$ cat src/rtl/leaderboard_ranked.sv
// leaderboard_ranked
// Two ranked score boards (fast: lower time wins, slow: higher time wins),
// DEPTH entries each, fed by a one-cycle score strobe from the stopwatch.
//
// Ports
//   clk            rising-edge system clock
//   reset          asynchronous, active-high; clears every register
//   score_valid    score_time/score_mode are valid this cycle
//   score_time     time to rank
//   score_mode     01 = slow board, 10 = fast board, 00/11 = ignored
//   clear_mode     bit0 clears slow board, bit1 clears fast board
//   rd_mode        read select: 0 = fast board, 1 = slow board
//   rd_rank        read rank, 0 = best
//   rd_time        stored time at rd_mode/rd_rank (0 when out of range)
//   rd_filled      selected entry holds a score
//   mode_led       11 = fast shown, 01 = slow shown, 00 = rank out of range
//   rank_led       thermometer of rd_rank (rank r -> low r+1 bits set)
//   fast_count     filled fast entries
//   slow_count     filled slow entries
//   new_rank_pulse one-hot rank where the last score landed, one cycle
//   sound_toggle   bit r inverts on every insertion at rank r
//   reject_pulse   legal score that did not place, one cycle
module leaderboard_ranked #(
   parameter int TIME_W = 6,
   parameter int DEPTH  = 3,
   parameter int IDX_W  = 2
) (
   input  logic              clk,
   input  logic              reset,
   input  logic              score_valid,
   input  logic [TIME_W-1:0] score_time,
   input  logic [1:0]        score_mode,
   input  logic [1:0]        clear_mode,
   input  logic              rd_mode,
   input  logic [IDX_W-1:0]  rd_rank,
   output logic [TIME_W-1:0] rd_time,
   output logic              rd_filled,
   output logic [1:0]        mode_led,
   output logic [DEPTH-1:0]  rank_led,
   output logic [IDX_W:0]    fast_count,
   output logic [IDX_W:0]    slow_count,
   output logic [DEPTH-1:0]  new_rank_pulse,
   output logic [DEPTH-1:0]  sound_toggle,
   output logic              reject_pulse
);

   typedef struct packed {
      logic              valid;
      logic [TIME_W-1:0] t;
   } entry_t;

   typedef entry_t [DEPTH-1:0] board_t;

   localparam logic [IDX_W:0] DEPTH_C = (IDX_W+1)'(DEPTH);

   board_t fast_q, slow_q;
   board_t fast_next, slow_next;
   logic   fast_hit, slow_hit;
   logic [DEPTH-1:0] fast_oh, slow_oh;

   // Rank-ordered insert. The board is kept sorted, so the first entry that
   // is empty or strictly worse than the score is the landing slot; using a
   // strict compare puts ties behind existing equal scores.
   function automatic board_t place(
      input  board_t            q,
      input  logic              is_fast,
      input  logic [TIME_W-1:0] score,
      output logic              hit,
      output logic [DEPTH-1:0]  onehot
   );
      board_t nb;
      int     pos;
      logic   better;
      // NOTE: function locals are scratch values, so blocking '=' is correct
      // here; only the state registers below use '<='.
      nb     = q;
      hit    = 1'b0;
      pos    = 0;
      onehot = '0;
      for (int r = 0; r < DEPTH; r++) begin
         better = !q[r].valid || (is_fast ? (score < q[r].t) : (score > q[r].t));
         if (!hit && better) begin
            hit = 1'b1;
            pos = r;
         end
      end
      if (hit) begin
         // Shift the worse entries down one rank; the last one falls off.
         for (int r = DEPTH - 1; r > 0; r--) begin
            if (r > pos) nb[r] = q[r-1];
         end
         nb[pos].valid = 1'b1;
         nb[pos].t     = score;
         onehot[pos]   = 1'b1;
      end
      return nb;
   endfunction

   always_comb begin
      fast_next = place(fast_q, 1'b1, score_time, fast_hit, fast_oh);
      slow_next = place(slow_q, 1'b0, score_time, slow_hit, slow_oh);
   end

   // A clear on the same edge suppresses a score aimed at that board.
   logic fast_go, slow_go;
   assign fast_go = score_valid && (score_mode == 2'b10) && !clear_mode[1];
   assign slow_go = score_valid && (score_mode == 2'b01) && !clear_mode[0];

   logic [DEPTH-1:0] placed;
   assign placed = ((fast_go && fast_hit) ? fast_oh : '0) |
                   ((slow_go && slow_hit) ? slow_oh : '0);

   // NOTE: the boards are only DEPTH registers each and must read back as
   // empty straight after reset, so they sit in the async reset like the rest.
   always_ff @(posedge clk or posedge reset) begin
      if (reset) begin
         fast_q         <= '0;
         slow_q         <= '0;
         fast_count     <= '0;
         slow_count     <= '0;
         new_rank_pulse <= '0;
         sound_toggle   <= '0;
         reject_pulse   <= 1'b0;
      end else begin
         if (clear_mode[1]) begin
            fast_q     <= '0;
            fast_count <= '0;
         end else if (fast_go && fast_hit) begin
            fast_q     <= fast_next;
            fast_count <= (fast_count == DEPTH_C) ? fast_count : fast_count + 1'b1;
         end
         if (clear_mode[0]) begin
            slow_q     <= '0;
            slow_count <= '0;
         end else if (slow_go && slow_hit) begin
            slow_q     <= slow_next;
            slow_count <= (slow_count == DEPTH_C) ? slow_count : slow_count + 1'b1;
         end
         new_rank_pulse <= placed;
         sound_toggle   <= sound_toggle ^ placed;
         reject_pulse   <= (fast_go && !fast_hit) || (slow_go && !slow_hit);
      end
   end

   // Read path: combinational from the board registers.
   board_t rd_board;
   logic   in_range;

   always_comb begin
      rd_board  = rd_mode ? slow_q : fast_q;
      in_range  = (int'(rd_rank) < DEPTH);
      rd_time   = '0;
      rd_filled = 1'b0;
      mode_led  = 2'b00;
      rank_led  = '0;
      if (in_range) begin
         rd_time   = rd_board[rd_rank].t;
         rd_filled = rd_board[rd_rank].valid;
         mode_led  = rd_mode ? 2'b01 : 2'b11;
         for (int r = 0; r < DEPTH; r++) begin
            rank_led[r] = (int'(rd_rank) >= r);
         end
      end
   end

endmodule

$ cat config.mk
export PLATFORM = sky130hd
export DESIGN_NAME = leaderboard_ranked
export DESIGN_NICKNAME = d
export VERILOG_FILES = /design/src/rtl/leaderboard_ranked.sv
export SDC_FILE = /design/constraint.sdc
export NUM_CORES = 1
export LEC_CHECK = 0
export CAP_MARGIN = 10
export CELL_PAD_IN_SITES_DETAIL_PLACEMENT = 1
export CELL_PAD_IN_SITES_GLOBAL_PLACEMENT = 1
export CORE_MARGIN = 5
export CORE_UTILIZATION = 45
export DETAILED_ROUTE_END_ITERATION = 12
export PLACE_DENSITY_LB_ADDON = 0.3
export SLEW_MARGIN = 20
export SYNTH_ARGS = -nofsm -noshare
export SYNTH_HDL_FRONTEND = slang
export SYNTH_SLANG_ARGS = --single-unit
$ cat constraint.sdc
create_clock -name clk -period 3.28 [get_ports clk]
set_input_delay 0.984 -clock clk [delete_from_list [all_inputs] [get_ports clk]]
set_output_delay 0.984 -clock clk [all_outputs]
set_load 0.005 [all_outputs]
==> metrics.yaml, run 1 <==
status:
  outcome: "completed"
worst_setup_path:
  critical_path_arrival_ns: 2.21
  worst_path_largest_cell_delay_ns: 0.50
  critical-path-top-delay-family: "multiplexers"
  critPathRequiredTime_ns: 2.30
  worstSetupPathType: "in2out"
  critPathLaunchType: "primary input"
  worstPathMaxFanout: 7
  crit_buf_inv: 4
  critPathCaptureType: "output port"
  crit_path_frequent_cell: "buf_6"
  cp_cell_sequence: "buf_6 -> buf_8 -> buf_6 -> mux4_2 -> a22oi_2 -> nor2_1 -> buf_2"
  slowest_stage: "mux4_2"
placed_design:
  gp_congestion: 0.890
  placed_area_um2: 4760
  dpl.hpwl_um: 10800
  io_buffers: 40
floorplanning:
  die_w_um: 103
  row_count: 33
  die_h_um: 103
  dieArea_um2: 10600
  core-area_um2: 8300
  ios: 41
  initial_core_util: 0.467
logic_synthesis:
  yosys-top-cells-area: "dfrtp_1 36%, ha_1 13%, inv_1 4.4%, mux4_2 4.1%, nand2_1 3.8%"
  syn_avg_cell_area_um2: 9.57
  synth_flop_cell: "dfrtp_1"
  yosys.area.top_type: "dfrtp_1"
  synth_enable_flop_cells: 0
  yosys_register_bits: 55
  synth_warnings: 0
  syn_area_um2: 3870
  yosys.area.top_type_share: 0.355
  async_flop_share: 1.00
  synth_cells: 405
  yosysSeqAreaShare: 0.355
  synth_nets: 460
  ys_types: 56
clock_tree:
  cts_tree: "built"
  cts_hold_buf: 0
  cts_htree_levels: 2
  cts-root-buf: "clkbuf_8"
  numCtsBuffers: 5
  path_clk_slew_ns: 0.11
  insertion_delay_ns: 0.33
  clockBufferDepth: 2
  cts.sinks: 55
sta:
  rsz0062_at_grt: "no"
  drv_slew: 0
  tightestPinTransition_ns: 0.708
  timing.fmax_ghz: 0.313
  fin_crit_ns: 3.19
  max-slew-margin-rel: 0.528
  hold_violations: 0
  fin_hold_ws_ns: 0.475
  fin_skew_ns: 0.00917
  finalSetupViolCount: 0
  final.setup.tns_ns: 0
  post-route-period-util: 0.974
final_layout:
  nNetsFinal: 549
  diodes: 0
  drive_gt1_frac: 0.222
  syn2layout_area_growth_pct: 26.8
  nFillCells: 950
  design_area_um2: 4910
power_and_ir_drop:
  power_density_nw_per_um2: 296
  irDropWorstVdd_uv: 171
  p_total_mw: 1.45
  leakage_nw: 2.25
grt:
  antenna_found_initial: 1
  grt_pass1_vias: 4078
  gr-total-overflow: 0
  grt_util_all_layers: 0.280
  grt_max_degree: 24
  grt_first_pass_wirelength_um: 22200
routing:
  antenna_left: 0
  drt-pass1-iter-count: 4
  drc_errors: 0
  drt-vias-per-instance: 6.20
  vias: 3718
  avgRoutedWirePerCell_um: 23.2
  drtIter0Drc: 270
  drt_wl_total_um: 13900
min_path:
  hp-class: "reg2reg"
flow_run:
  maxCapViolCount: 0
final cells by class:
| cell class | instances | area [um2] | share of cell area |
|---|---|---|---|
| multi-input combinational | 282 | 2260 | 0.460 |
| sequential | 55 | 1380 | 0.280 |
| timing repair buffer | 104 | 876 | 0.178 |
| inverter | 46 | 173 | 0.0351 |
| tap | 105 | 131 | 0.0267 |
| clock buffer | 5 | 68.8 | 0.0140 |
| clock inverter | 3 | 27.5 | 0.00560 |
path summary, 6_finish.rpt:
check / startpoint / to / slack (ns) / depth (start not counted)
max reg2reg: slow_q[11] / slow_q[14] / 0.77 / 9
max: rd_rank[0] / rd_filled / 0.09 / 7
min in group asynchronous: reset / new_rank_pulse[2] / 1.00 / 2
min: sound_toggle[2] / sound_toggle[2] / 0.47 / 1
min reg2reg: sound_toggle[2] / sound_toggle[2] / 0.47 / 1
max in group asynchronous: reset / fast_count[2] / 1.68 / 3
cell families (layout without fill, tap and decap cells):
kind of cell,Yosys count,after routing,synth area share
buffers and inverters,68,158,0.0723
muxes,17,17,0.0691
DFF,55,55,0.355
AOI/OAI and AO/OA,114,114,0.234
adders and majority gates,39,39,0.126
xor gates and xnor gates,3,3,0.00678
and+or+nand+nor,109,109,0.136
flip-flops by register name, indices dropped and copies added (netlist names):
name            flops
fast_count          3
fast_q             21
slow_q             21
reject_pulse        1
slow_count          3
sound_toggle        3
new_rank_pulse      3
report_power, final:
group / internal [mW] / total [mW] / switching (mW)
combinational: 0.144 / 0.304 / 0.160
sequential: 0.699 / 0.724 / 0.0251
clock: 0.159 / 0.425 / 0.266
repair_timing:
item                       4_1_cts  5_1_grt
gates cloned                     0        0
setup endpoints to repair       12       28
resized for setup               34        8
pin swaps                        6        2
setup buffers                    3        0
cells in the mapped netlist (all sizes together) (9+ instances only):
library cell,number
nor2,18
nand2b,9
inv,45
nand2,39
a22oi,19
o21ai,12
dfrtp,55
ha,39
a21oi,18
nand3,16
clkbuf,15
o31ai,16
layout by cell type (no fill, tap or decap), types with 7 or more instances in the layout:
cell	count
o21ai_0	11
a22oi_2	7
o211ai_1	7
nor2_1	17
clkdlybuf4s50_1	27
nand2_1	39
buf_4	61
dfrtp_1	55
nand2b_1	9
mux4_2	7
a22oi_1	12
inv_1	44
o31ai_1	16
a21oi_1	16
ha_1	38
nand3_1	16
through the flow:
stage	util	setup WS, ns	cells
floorplan	-	0.149	405
global placement	0.573	-0.553	589
detailed placement	0.573	-0.655	589
CTS	0.591	-0.0153	600
global route	0.592	0.00307	600
finish	0.592	0.0863	600
per-layer routing:
metal	GRT usage	wire length (um)	up-vias
met5	0	7	-
met1	0.345	5590	1850
met4	0.139	653	2
li1	-	-	1665
met3	0.0609	930	48
met2	0.465	6750	153
Power figures use the tool's default switching activity.
==> run 2, diff against run 1 <==
- SETUP_SLACK_MARGIN: unset -> 0.4
==> metrics.yaml, run 2 (same netlist as run 1, synthesis figures left out) <==
sta:
  fin_skew_ns: 0.0108
  hold_violations: 0
  rsz0062_at_grt: "yes"
  fin_hold_ws_ns: 0.475
  post-route-period-util: 0.962
  finalSetupViolCount: 0
  fin_crit_ns: 3.15
  tightestPinTransition_ns: 0.767
  drv_slew: 0
  final.setup.tns_ns: 0
  timing.fmax_ghz: 0.317
  max-slew-margin-rel: 0.489
final_layout:
  syn2layout_area_growth_pct: 32.3
  largest_registers: "fast_q x21, slow_q x21"
  design_area_um2: 5130
  final_common_cell: "buf_4"
  diodes: 0
  final_core_util: 0.618
  layout_common_cells: "62 x buf_4, 55 x dfrtp_1, 43 x inv_1"
  nNetsFinal: 556
  layout.cells.non_filler: 607
  drive_gt1_frac: 0.295
min_path:
  hp-class: "reg2reg"
clock_tree:
  clockBufferDepth: 2
  insertion_delay_ns: 0.33
  cts_hold_buf: 0
  path_clk_slew_ns: 0.12
  cts_htree_levels: 2
  cts.sinks: 55
  cts-root-buf: "clkbuf_8"
  cts_tree: "built"
  numCtsBuffers: 5
placed_design:
  place_inst: 587
  gp_congestion: 0.882
  dpl.hpwl_um: 10300
  placed_area_um2: 4740
  io_buffers: 40
power_and_ir_drop:
  power_density_nw_per_um2: 294
  leakage_nw: 2.30
  irDropWorstVdd_uv: 229
floorplanning:
  initial_core_util: 0.467
  core-area_um2: 8300
  die_h_um: 103
  row_count: 33
  dieArea_um2: 10600
  die_w_um: 103
  ios: 41
grt:
  grt_first_pass_wirelength_um: 23600
  grt_util_all_layers: 0.299
  antenna_found_initial: 0
  met1_usage: 0.374
  global_route.peak_usage_layer: "met2"
  met3_usage: 0.0555
  gr-total-overflow: 0
  grt_max_degree: 56
  use_met2: 0.498
  grt_pass1_vias: 4200
routing:
  drt-pass1-iter-count: 4
  drt_wl_total_um: 15900
  vias: 3982
  drc_errors: 0
  drtIter0Drc: 439
  antenna_left: 0
  avgRoutedWirePerCell_um: 26.1
  drt-vias-per-instance: 6.56
worst_setup_path:
  cp_cell_sequence: "buf_6 -> buf_8 -> buf_6 -> mux4_2 -> a22oi_2 -> nor2_1 -> buf_2"
  critPathRequiredTime_ns: 2.30
  worst_path_largest_cell_delay_ns: 0.51
  worstSetupPathType: "in2out"
  critPathCaptureType: "output port"
  slowest_stage: "mux4_2"
  worstPathMaxFanout: 7
  critical-path-top-delay-family: "multiplexers"
  critPathLaunchType: "primary input"
  crit_buf_inv: 4
  crit_path_frequent_cell: "buf_6"
  critical_path_arrival_ns: 2.17
flow_run:
  maxCapViolCount: 0
status:
  outcome: "completed"
-- run 2: area by class of cell --
cell class,count,area [um2]
Sequential cell,55,1380
Fill cell,926,3170
Tap cell,105,131
Multi-Input combinational cell,282,2440
Timing Repair Buffer,111,907
Clock buffer,5,68.8
Clock inverter,3,26.3
Inverter,46,173
-- run 2: path summary, 6_finish.rpt --
path,cells past startpoint,slack (ns),startpoint,end
hold reg to reg,1,0.47,sound_toggle[0],sound_toggle[0]
setup reg to reg,11,0.75,slow_q[11],slow_q[12]
max in group asynchronous,3,1.60,reset,slow_q[2]
min in group asynchronous,3,1.16,reset,sound_toggle[2]
setup / recovery,7,0.13,rd_rank[0],rd_filled
hold / removal,1,0.47,sound_toggle[0],sound_toggle[0]
-- run 2: what timing repair did --
item                       CTS  global route
gates resized for setup     91            27
setup endpoints to repair   66            46
setup buffers                7             4
cloned                       1             0
pin swaps                   17            12
-- run 2: through the flow --
stage	power, mW	setup WS, ns
2_1_floorplan	0.871	0.401
3_3_place_gp	1.01	-0.549
3_5_place_dp	1.03	-0.610
4_1_cts	1.48	0.143
5_1_grt	1.57	0.0977
6_report	1.51	0.126
-- run 2: metal layers --
layer	vias to the layer above	wire (um)
li1	1679	-
met1	1969	6220
met2	253	7610
met3	81	1210
met4	0	831
met5	-	0
-- run 2: where the power goes --
| group | internal, mW | switching [mW] | leakage (nW) | total [mW] |
|---|---|---|---|---|
| logic | 0.165 | 0.187 | 1.49 | 0.353 |
| registers | 0.699 | 0.0248 | 0.760 | 0.724 |
| clock network | 0.158 | 0.274 | 0.0491 | 0.432 |
==> run 3, diff against run 2 <==
--- a/config.mk
+++ b/config.mk
@@ -12,4 +12,5 @@
 export CORE_UTILIZATION = 45
 export DETAILED_ROUTE_END_ITERATION = 12
+export GPL_TIMING_DRIVEN = 0
 export PLACE_DENSITY_LB_ADDON = 0.3
 export SETUP_SLACK_MARGIN = 0.4
==> constraint.sdc (replaced) <==
create_clock -name clk -period 3.28 [get_ports clk]
set_input_delay 0.984 -clock clk [delete_from_list [all_inputs] [get_ports clk]]
set_output_delay 0.984 -clock clk [all_outputs]
set_load 0.01 [all_outputs]
==> metrics.yaml, run 3 (same netlist as run 1, synthesis figures left out) <==
placed_design:
  place_inst: 549
  placed_area_um2: 4420
  io_buffers: 39
  dpl_worst_slack_ns: -1.06
  dpl.hpwl_um: 9230
  gp_congestion: 0.879
clock_tree:
  numCtsBuffers: 5
  cts-root-buf: "clkbuf_8"
  cts_hold_buf: 0
  cts.sinks: 55
  path_clk_slew_ns: 0.11
  cts_tree: "built"
  clockBufferDepth: 2
  insertion_delay_ns: 0.32
  cts_htree_levels: 2
floorplanning:
  die_h_um: 103
  ios: 41
  initial_core_util: 0.467
  row_count: 33
  core-area_um2: 8300
  die_w_um: 103
  dieArea_um2: 10600
grt:
  grt_pass1_vias: 3875
  gr-total-overflow: 0
  grt_first_pass_wirelength_um: 20700
  antenna_found_initial: 0
  grt_max_degree: 56
  grt_util_all_layers: 0.257
sta:
  hold_violations: 0
  rsz0062_at_grt: "yes"
  fin_crit_ns: 3.20
  fin_skew_ns: 0.0158
  final.setup.tns_ns: 0
  tightestPinTransition_ns: 0.707
  layout_setup_ws_ns: 0.0841
  max-slew-margin-rel: 0.529
  timing.fmax_ghz: 0.313
  post-route-period-util: 0.974
  drv_slew: 0
  finalSetupViolCount: 0
status:
  outcome: "completed"
worst_setup_path:
  worstSetupPathType: "in2out"
  reg2reg_setup_slack_ns: 0.75
  critPathCaptureType: "output port"
  r2r_start: "slow_q[9]"
  reg2reg_depth: 10
  reg2reg_to: "slow_q[16]"
  critPathRequiredTime_ns: 2.30
  worstPathMaxFanout: 7
  critPathLaunchType: "primary input"
  endpoint: "rd_time[2]"
  critical_path_arrival_ns: 2.21
  startpoint: "rd_rank[0]"
final_layout:
  seq_area_um2: 1380
  largest_registers: "fast_q x21, slow_q x21"
  nNetsFinal: 516
  layout.cells.non_filler: 567
  final_common_cell: "dfrtp_1"
  drive_gt1_frac: 0.195
  design_area_um2: 4720
  syn2layout_area_growth_pct: 21.8
  final_core_util: 0.569
  nFillCells: 937
  diodes: 0
  multi_input_comb_area_um2: 2320
  layout_common_cells: "55 x dfrtp_1, 43 x inv_1, 39 x nand2_1, 39 x ha_1, 19 x clkdlybuf4s50_1"
routing:
  drtIter0Drc: 252
  vias: 3647
  drt_wl_total_um: 13100
  avgRoutedWirePerCell_um: 23.2
  drt-pass1-iter-count: 4
  drt-vias-per-instance: 6.43
  antenna_left: 0
  drc_errors: 0
power_and_ir_drop:
  power_density_nw_per_um2: 319
  irDropWorstVdd_uv: 195
  leakage_nw: 2.08
min_path:
  hp-class: "reg2reg"
  holdCritStartpoint: "sound_toggle[0]"
flow_run:
  maxCapViolCount: 0
run 3: how the worst min path moves through the flow:
stage / slack (ns) / endpoint / cells past startpoint
global route: 0.50 / sound_toggle[0] / 1
CTS: 0.48 / sound_toggle[0] / 1
detailed placement: 0.46 / sound_toggle[0] / 1
global placement: 0.45 / sound_toggle[0] / 1
floorplan: 0.49 / fast_q[13] / 2
finish: 0.48 / sound_toggle[0] / 1
run 3: routing by layer:
| layer | vias up | global-route usage | share of wire |
|---|---|---|---|
| li1 | 1609 | - | - |
| met1 | 1857 | 0.332 | 0.42 |
| met2 | 140 | 0.435 | 0.48 |
| met3 | 41 | 0.0332 | 0.057 |
| met4 | 0 | 0.109 | 0.036 |
| met5 | - | 0 | 0 |
run 3: report_power, final:
group	internal (mW)	switching, mW	total, mW
logic	0.131	0.171	0.302
clock network	0.231	0.253	0.484
registers	0.699	0.0223	0.721
run 3: cell type report:
| type | count | share of cell area |
|---|---|---|
| inverter | 46 | 0.0371 |
| clock buffer | 5 | 0.0146 |
| tap | 105 | 0.0278 |
| clock inverter | 3 | 0.00981 |
| timing repair buffer | 49 | 0.0931 |
| multi-input combinational | 282 | 0.492 |
| buffer | 22 | 0.0342 |
| sequential | 55 | 0.292 |
run 3: critical path, cell delays in order:
cell,delay [ns]
buf_8,0.08
clkbuf_16,0.15
buf_6,0.10
mux4_2,0.53
a22oi_2,0.18
nor2_1,0.05
buf_2,0.13
run 3: timing repair:
action	CTS	global route
hold endpoints to repair	0	0
setup buffers	6	4
pin swaps	11	6
setup endpoints to repair	66	42
resized for setup	111	15
cloned	0	0
run 3: stage by stage:
stage	power (mW)	hold slack [ns]
finish	1.51	0.479
global route	1.57	0.499
CTS	1.50	0.480
detailed placement	1.01	0.462
global placement	0.990	0.454
floorplan	0.879	0.489
